## config.mk

```make
export PLATFORM = sky130hd
export DESIGN_NAME = trap_ctrl
export DESIGN_NICKNAME = d
export VERILOG_FILES = /design/src/rtl/trap_ctrl.sv
export SDC_FILE = /design/constraint.sdc
export NUM_CORES = 1
export LEC_CHECK = 0
export ABC_AREA = 1
export CORE_ASPECT_RATIO = 1.5
export CORE_MARGIN = 2
export CORE_UTILIZATION = 40
export DETAILED_ROUTE_END_ITERATION = 12
export MAX_ROUTING_LAYER = met4
export PLACE_DENSITY = 0.95
export SLEW_MARGIN = 15
export SYNTH_ARGS = -nofsm -noshare
export SYNTH_HDL_FRONTEND = slang
export SYNTH_SLANG_ARGS = --single-unit
```

## constraint.sdc

```tcl
create_clock -name clock -period 3.9 [get_ports clock]
set_clock_uncertainty 0.2 [all_clocks]
set_input_delay 0.585 -clock clock [delete_from_list [all_inputs] [get_ports clock]]
set_output_delay 0.585 -clock clock [all_outputs]
set_load 0.01 [all_outputs]
```

## src/rtl/trap_ctrl.sv

```systemverilog
// Trap sequencer: arbitrates exceptions, M-mode interrupts and MRET, then steps each
// accepted event through flush, drain, CSR commit and PC redirect.
module trap_ctrl #(
   parameter int XLEN         = 32,
   parameter int DRAIN_CYCLES = 2
) (
   input  logic            clock,
   input  logic            reset,
   input  logic            exc_req,
   input  logic [3:0]      exc_cause,
   input  logic [XLEN-1:0] exc_pc,
   input  logic [XLEN-1:0] next_pc,
   input  logic [2:0]      irq_pend,
   input  logic [2:0]      irq_en,
   input  logic            mstatus_mie,
   input  logic            mret_req,
   input  logic            pipe_idle,
   output logic            stall,
   output logic            flush,
   output logic            trap_we,
   output logic            mret_we,
   output logic [XLEN-1:0] trap_mepc,
   output logic [XLEN-1:0] trap_mcause,
   output logic            redirect,
   output logic            redirect_mret,
   output logic            busy
);

   localparam int CW = $clog2(DRAIN_CYCLES + 1);

   localparam logic [1:0] S_IDLE     = 2'd0;
   localparam logic [1:0] S_DRAIN    = 2'd1;
   localparam logic [1:0] S_COMMIT   = 2'd2;
   localparam logic [1:0] S_REDIRECT = 2'd3;

   localparam logic [CW-1:0] CNT_MAX  = CW'(DRAIN_CYCLES);
   localparam logic [CW-1:0] CNT_EXIT = CW'(DRAIN_CYCLES - 1);

   logic [1:0]    state;
   logic [CW-1:0] cnt;
   logic [2:0]    irq;
   logic          irq_take;
   logic [3:0]    irq_code;

   assign irq      = irq_pend & irq_en;
   assign irq_take = mstatus_mie & (|irq);

   // Bit order is {MEI, MTI, MSI}; MSI outranks MTI even though it sits lower.
   always_comb begin
      irq_code = 4'd7;
      if (irq[2])
         irq_code = 4'd11;
      else if (irq[0])
         irq_code = 4'd3;
   end

   always_ff @(posedge clock or posedge reset) begin
      if (reset) begin
         state         <= S_IDLE;
         cnt           <= '0;
         trap_mepc     <= '0;
         trap_mcause   <= '0;
         redirect_mret <= 1'b0;
      end else begin
         // NOTE: state uses non-blocking assignments so every branch sees pre-edge values.
         case (state)
            S_IDLE: begin
               cnt <= '0;
               if (exc_req) begin
                  trap_mepc   <= exc_pc;
                  trap_mcause <= XLEN'(exc_cause);
                  state       <= S_DRAIN;
               end else if (irq_take) begin
                  trap_mepc   <= next_pc;
                  trap_mcause <= {1'b1, (XLEN-1)'(irq_code)};
                  state       <= S_DRAIN;
               end else if (mret_req) begin
                  redirect_mret <= 1'b1;
                  state         <= S_REDIRECT;
               end
            end
            S_DRAIN: begin
               if (cnt != CNT_MAX)
                  cnt <= cnt + CW'(1);
               if (cnt >= CNT_EXIT && pipe_idle)
                  state <= S_COMMIT;
            end
            S_COMMIT: begin
               redirect_mret <= 1'b0;
               state         <= S_REDIRECT;
            end
            default: state <= S_IDLE;
         endcase
      end
   end

   // Strobes are pure decodes of registered state, so they never glitch on inputs.
   assign busy     = (state != S_IDLE);
   assign stall    = busy;
   assign flush    = (state == S_DRAIN) && (cnt == '0);
   assign trap_we  = (state == S_COMMIT);
   assign redirect = (state == S_REDIRECT);
   assign mret_we  = redirect & redirect_mret;

endmodule

```

# --- Word-level counts from Yosys, hierarchy flattened ---
# Index checks and enable logic that the tools add are counted.
totals:
  inputBits: 80
  reg_bits: 69
  output_inout_bits: 71
classes:
  n_eq_ne: 10
  addsub: 1
  reduce_logical: 13
  order_cmp: 1
  n_bitwise: 3
  n_mux: 17
ops:
  columns: ["cell", "n"]
  rows:
  - ["$mux 32", 4]
  - ["$ne 2x2->1 const B", 6]
  - ["$mux 2", 5]
  - ["$reduce_bool 2->1", 4]
  - ["$pmux 2 s3", 1]
  - ["$reduce_and 2->1", 3]
  - ["$eq 2x2->1 const B", 2]
  - ["$logic_not 2->1", 2]
  - ["$mux 4", 1]
  - ["$ne 4x4->1 const B", 1]
  - ["$pmux 2 s2", 1]
  - ["$reduce_and 4->1", 1]
  - ["$and 3x3->3", 1]
  - ["$mux 1", 3]
  - ["$mux 3", 1]
  - ["$reduce_or 3->1", 1]
  - ["$add 2x1->2 const B", 1]
  - ["$and 1x1->1", 2]
  - ["$eq 2x1->1 const B", 1]
  - ["$ge 2x1->1 const B", 1]
  - ["$logic_and 1x1->1", 2]
  - ["$pmux 1 s2", 1]

# --- Logic depth before layout (Yosys ltp) ---
depth:
  word_depth: 6
  depth_mapped: 9
  depth_no_buf: 9

# --- Worst setup path after synthesis ---
# No wires, ideal clock.
synth_timing:
  path_type: "reg2out"
  from: "register state[0]"
  to: "output stall"
  required_ns: 3.115
  setup_slack_ns: 2.140
  n_path_buf: 1
  t_arrival_ns: 0.975
  path_stages_with_launch: 5
  path_cell_list: "dfrtp_1 -> inv_1 -> ha_1 -> inv_2 -> buf_4"
synth_between:
  elab_chain_cells: 1
synth_rtl:
  columns: ["item", "line_no", "text"]
  rows:
  - ["start: declaration", "39", "logic [1:0] state;"]
  - ["start signal: assignment", "59", "state <= S_IDLE;"]
  - ["start signal: assignment", "72", "state <= S_DRAIN;"]
  - ["start signal: assignment", "76", "state <= S_DRAIN;"]
  - ["$reduce_bool 2->1", "98", "assign busy = (state != S_IDLE);"]
  - ["end: declaration", "18", "output logic stall,"]
# No other way between the ends.

# --- Worst setup path after layout ---
layout_timing:
  from: "register state[0]"
  to: "output busy"
layout_between:
  elab_chain_cells: 1
layout_rtl:
  columns: ["item", "line_no", "text"]
  rows:
  - ["$reduce_bool 2->1", "98", null]
  - ["end: declaration", "26", "output logic busy"]
# No other way between the ends.

==> impl_metrics.env <==
export IMPL_setup_viol_count_final=0
export IMPL_cp_arrival_ps=1790
export IMPL_remaining_drc_errors=0
export IMPL_route_detailed_wl_per_inst_um=11.8
export IMPL_critical_path_class="reg2out"
export IMPL_sw_share_pct=37.2
export IMPL_cts_tree="done"
export IMPL_power_report_internal_total_uw=1410
export IMPL_layout_min_cycle_time_ps=2580
export IMPL_hold_path_class="reg2reg"
export IMPL_drtIter0Drc=144
export IMPL_total_leakage_power_uw=0.00194
export IMPL_netlist_cell_type_count=22
export IMPL_number_of_antenna_violations_at_the_first_check_in_global_routing=0
export IMPL_report_final_slew_viol_count=0
export IMPL_top_level_ports=151
export IMPL_report_final_hold_viol_count=0
export IMPL_ys_dominant_reg_cell="sky130_fd_sc_hd__dfrtp_1"
export IMPL_fin_crit_sh_pct=66.1
export IMPL_cts_sinks=42
export IMPL_cts_resized=0
export IMPL_layout_area_overhead_vs_synth_pct=50.3
export IMPL_place_port_buffers=123
export IMPL_run_status="complete, no violations"
export IMPL_yosys_register_bits=42
export IMPL_yosysSeqAreaShare_pct=42.7
export IMPL_timing_fmax_mhz=388
export IMPL_power_combinational_fraction_pct=52.2
export IMPL_synth_cells_most_frequent="214 x sky130_fd_sc_hd__nand2_1, 42 x sky130_fd_sc_hd__dfrtp_1, 32 x sky130_fd_sc_hd__buf_4"
export IMPL_synth_async_sr_flop_share_pct=100
export IMPL_synth_top_cell_area_share_pct=42.7
export IMPL_power_frac_clock_pct=14.2
export IMPL_syn_inst=349
export IMPL_finalPower_uw=2240
export IMPL_clockBufferDepth=2
export IMPL_die_x_um=68.1
export IMPL_timing_max_slew_rel_slack_pct=41.1
export IMPL_post_synth_edffs=0
export IMPL_pwr_share_seq_pct=33.6
export IMPL_grtUsageTotal_pct=19.9
export IMPL_wp_data_required_ps=3120
export IMPL_starting_density_of_the_core_pct=40.7
export IMPL_detailed_place_hpwl_mm=4.80
export IMPL_inserted_clock_buffers=5
export IMPL_cts_root_buffer_cell="sky130_fd_sc_hd__clkbuf_8"
export IMPL_fp_dieH_um=100
export IMPL_syn_cell_area_um2=2460
export IMPL_pwr_dens_nw_per_um2=606
export IMPL_synth_top_area_cell="sky130_fd_sc_hd__dfrtp_1"
export IMPL_worst_setup_path_start_kind="flop"
export IMPL_wl_met2_mm=3.31
export IMPL_fp_dieArea_um2=6810
export IMPL_number_of_diodes=0
export IMPL_via_count_of_the_first_global_routing_pass=2324
export IMPL_met1Wirelength_mm=2.44
export IMPL_first_pass_grt_wire_length_mm=10.2
export IMPL_totalNegativeSetupSlack_ps=0
export IMPL_drtAntennaViolNets=0
export IMPL_worst_slew_pin_slew_ps=882
export IMPL_critPathCaptureType="output port"
export IMPL_core_area_um2=6040
export IMPL_yosysWarningCount=0
export IMPL_max_cap_violations=0
export IMPL_row_count=35
export IMPL_worstPathBufferInverterCount=3
export IMPL_routed_wire_length_mm=6.39
export IMPL_crit_path_max_fanout=5
export IMPL_highest_signal_layer="met4"
export IMPL_placement_cell_area_um2=3590
export IMPL_finalInstanceArea_um2=3700
export IMPL_peakVddDrop_mv=0.479
export IMPL_postCtsHoldBufs=0
export IMPL_viasPerCell=4.56
export IMPL_clock_tree_htree_level_count=2
export IMPL_fillCellCount=533
export IMPL_post_cts_setup_buffers=0
export IMPL_clk_pin_slew_ps=80
export IMPL_worst_path_dominant_cell_family="buffers and inverters"
export IMPL_synth_avg_cell_area_um2=7.06
export IMPL_overflow=0
export IMPL_latest_clock_arrival_within_the_worst_skew_pair_ps=280
export IMPL_firstDrtPassIters=4
export IMPL_rsz_0062_raised_after_global_routing="false"
export IMPL_crit_chain="inv_1 -> ha_1 -> inv_2 -> clkdlybuf4s50_1"
export IMPL_worst_path_max_delay_cell="sky130_fd_sc_hd__clkdlybuf4s50_1"
export IMPL_cpPeakStageDelay_ps=570
export IMPL_number_of_vias_in_the_routed_layout=2460
export IMPL_switching_power_uw=834
export IMPL_share_of_layout_cells_above_drive_strength_1_pct=3.65
export IMPL_synthMostInstantiatedCell="sky130_fd_sc_hd__nand2_1"
export IMPL_pin_count_of_the_biggest_net_entering_global_routing=43
export IMPL_detailroute_wirelength_met3_um=482
export IMPL_final_net_count=552
export IMPL_synth_area_leaders="sky130_fd_sc_hd__dfrtp_1 43%, sky130_fd_sc_hd__nand2_1 33%, sky130_fd_sc_hd__buf_4 9.8%"
export IMPL_place_gp_congestion=0.829
metal layers:
metal | track usage [%] | vias to the layer above
met3 | 3.92 | 16
met2 | 35.8 | 115
met1 | 21.2 | 1110
met4 | 6.15 | 0
li1 | - | 1219
met5 | - | -
final cells by class:
| class | instances | area [um2] | area share [%] |
|---|---|---|---|
| Clock buffer | 8 | 110 | 2.98 |
| Tap cell | 74 | 92.6 | 2.50 |
| Multi-Input combinational cell | 278 | 1150 | 31.1 |
| Timing Repair Buffer | 124 | 1240 | 33.5 |
| Inverter | 14 | 57.6 | 1.56 |
| Sequential cell | 42 | 1050 | 28.4 |
flip-flops by register name (all words and copies together), names as in the netlist:
| signal | flops |
|---|---|
| state | 2 |
| cnt | 2 |
| trap_mepc | 32 |
| trap_mcause | 5 |
| redirect_mret | 1 |
power by group through the flow:
| stage | Combinational, uW | Clock (uW) | Sequential [uW] |
|---|---|---|---|
| after floorplan | 544 | 0 | 831 |
| after global placement | 1130 | 0 | 754 |
| after detailed placement | 1180 | 0 | 756 |
| after CTS | 1180 | 330 | 752 |
| after global routing | 1300 | 350 | 776 |
| final | 1170 | 319 | 752 |
worst paths after layout:
path	start	endpoint	slack, ps	cells past startpoint
setup reg to reg	state[0]$_DFFE_PP0P_	trap_mcause[1]$_DFFE_PP0P_	1990	6
setup / recovery	state[0]$_DFFE_PP0P_	busy	1320	4
hold reg to reg	trap_mepc[28]$_DFFE_PP0P_	trap_mepc[28]$_DFFE_PP0P_	280	2
min in group asynchronous	reset	trap_mcause[2]$_DFFE_PP0P_	610	2
hold / removal	trap_mepc[28]$_DFFE_PP0P_	trap_mepc[28]$_DFFE_PP0P_	280	2
max in group asynchronous	reset	trap_mepc[26]$_DFFE_PP0P_	2340	2
cell families after synthesis:
kind of cell | after synthesis | share of synthesized area, %
AND/OR/NAND/NOR | 235 | 37.1
AO/OA/AOI/OAI | 9 | 1.93
adder cells (fa/ha/maj) | 7 | 3.56
buffers and inverters | 55 | 14.6
flip-flops | 42 | 42.7
other | 1 | 0.152
cells in the final DEF, fill, tap and decap left out:
cell type                         netlist  layout
sky130_fd_sc_hd__nand2_1              214     214
sky130_fd_sc_hd__clkdlybuf4s50_1        0     123
sky130_fd_sc_hd__dfrtp_1               42      42
sky130_fd_sc_hd__conb_1                 1      27
sky130_fd_sc_hd__inv_1                 11      10
sky130_fd_sc_hd__nor2_1                10      10
sky130_fd_sc_hd__clkbuf_8               0       8
sky130_fd_sc_hd__ha_1                   7       7
sky130_fd_sc_hd__o21ai_0                6       6
sky130_fd_sc_hd__nand3_1                5       5
sky130_fd_sc_hd__inv_2                  2       3
sky130_fd_sc_hd__nand2_2                2       2
sky130_fd_sc_hd__nand3_2                1       1
sky130_fd_sc_hd__nand2_4                1       1
sky130_fd_sc_hd__inv_6                  1       1
sky130_fd_sc_hd__or2_1                  1       1
sky130_fd_sc_hd__o21ai_1                1       1
sky130_fd_sc_hd__o21bai_1               1       1
sky130_fd_sc_hd__nand3b_1               1       1
sky130_fd_sc_hd__a21oi_1                1       1
sky130_fd_sc_hd__buf_4                 32       1
worst reg2reg max path, stage by stage (launching register included):
cell	delay, ps
sky130_fd_sc_hd__dfrtp_1	430
sky130_fd_sc_hd__inv_1	110
sky130_fd_sc_hd__ha_1	310
sky130_fd_sc_hd__nand2_4	290
sky130_fd_sc_hd__inv_6	320
sky130_fd_sc_hd__nor2_1	90
sky130_fd_sc_hd__nor2_1	100
per-stage QoR:
step / hold slack [ps] / instances / utilization (%) / setup slack (ps)
after global routing: 307 / 540 / 61.2 / 1250
after detailed placement: 264 / 532 / 59.4 / 1130
after CTS: 284 / 540 / 61.2 / 1320
final: 280 / 540 / 61.2 / 1320
after floorplan: 299 / 375 / - / 2140
after global placement: 262 / 532 / 59.4 / 1280
(Power assumes the default switching activity.)
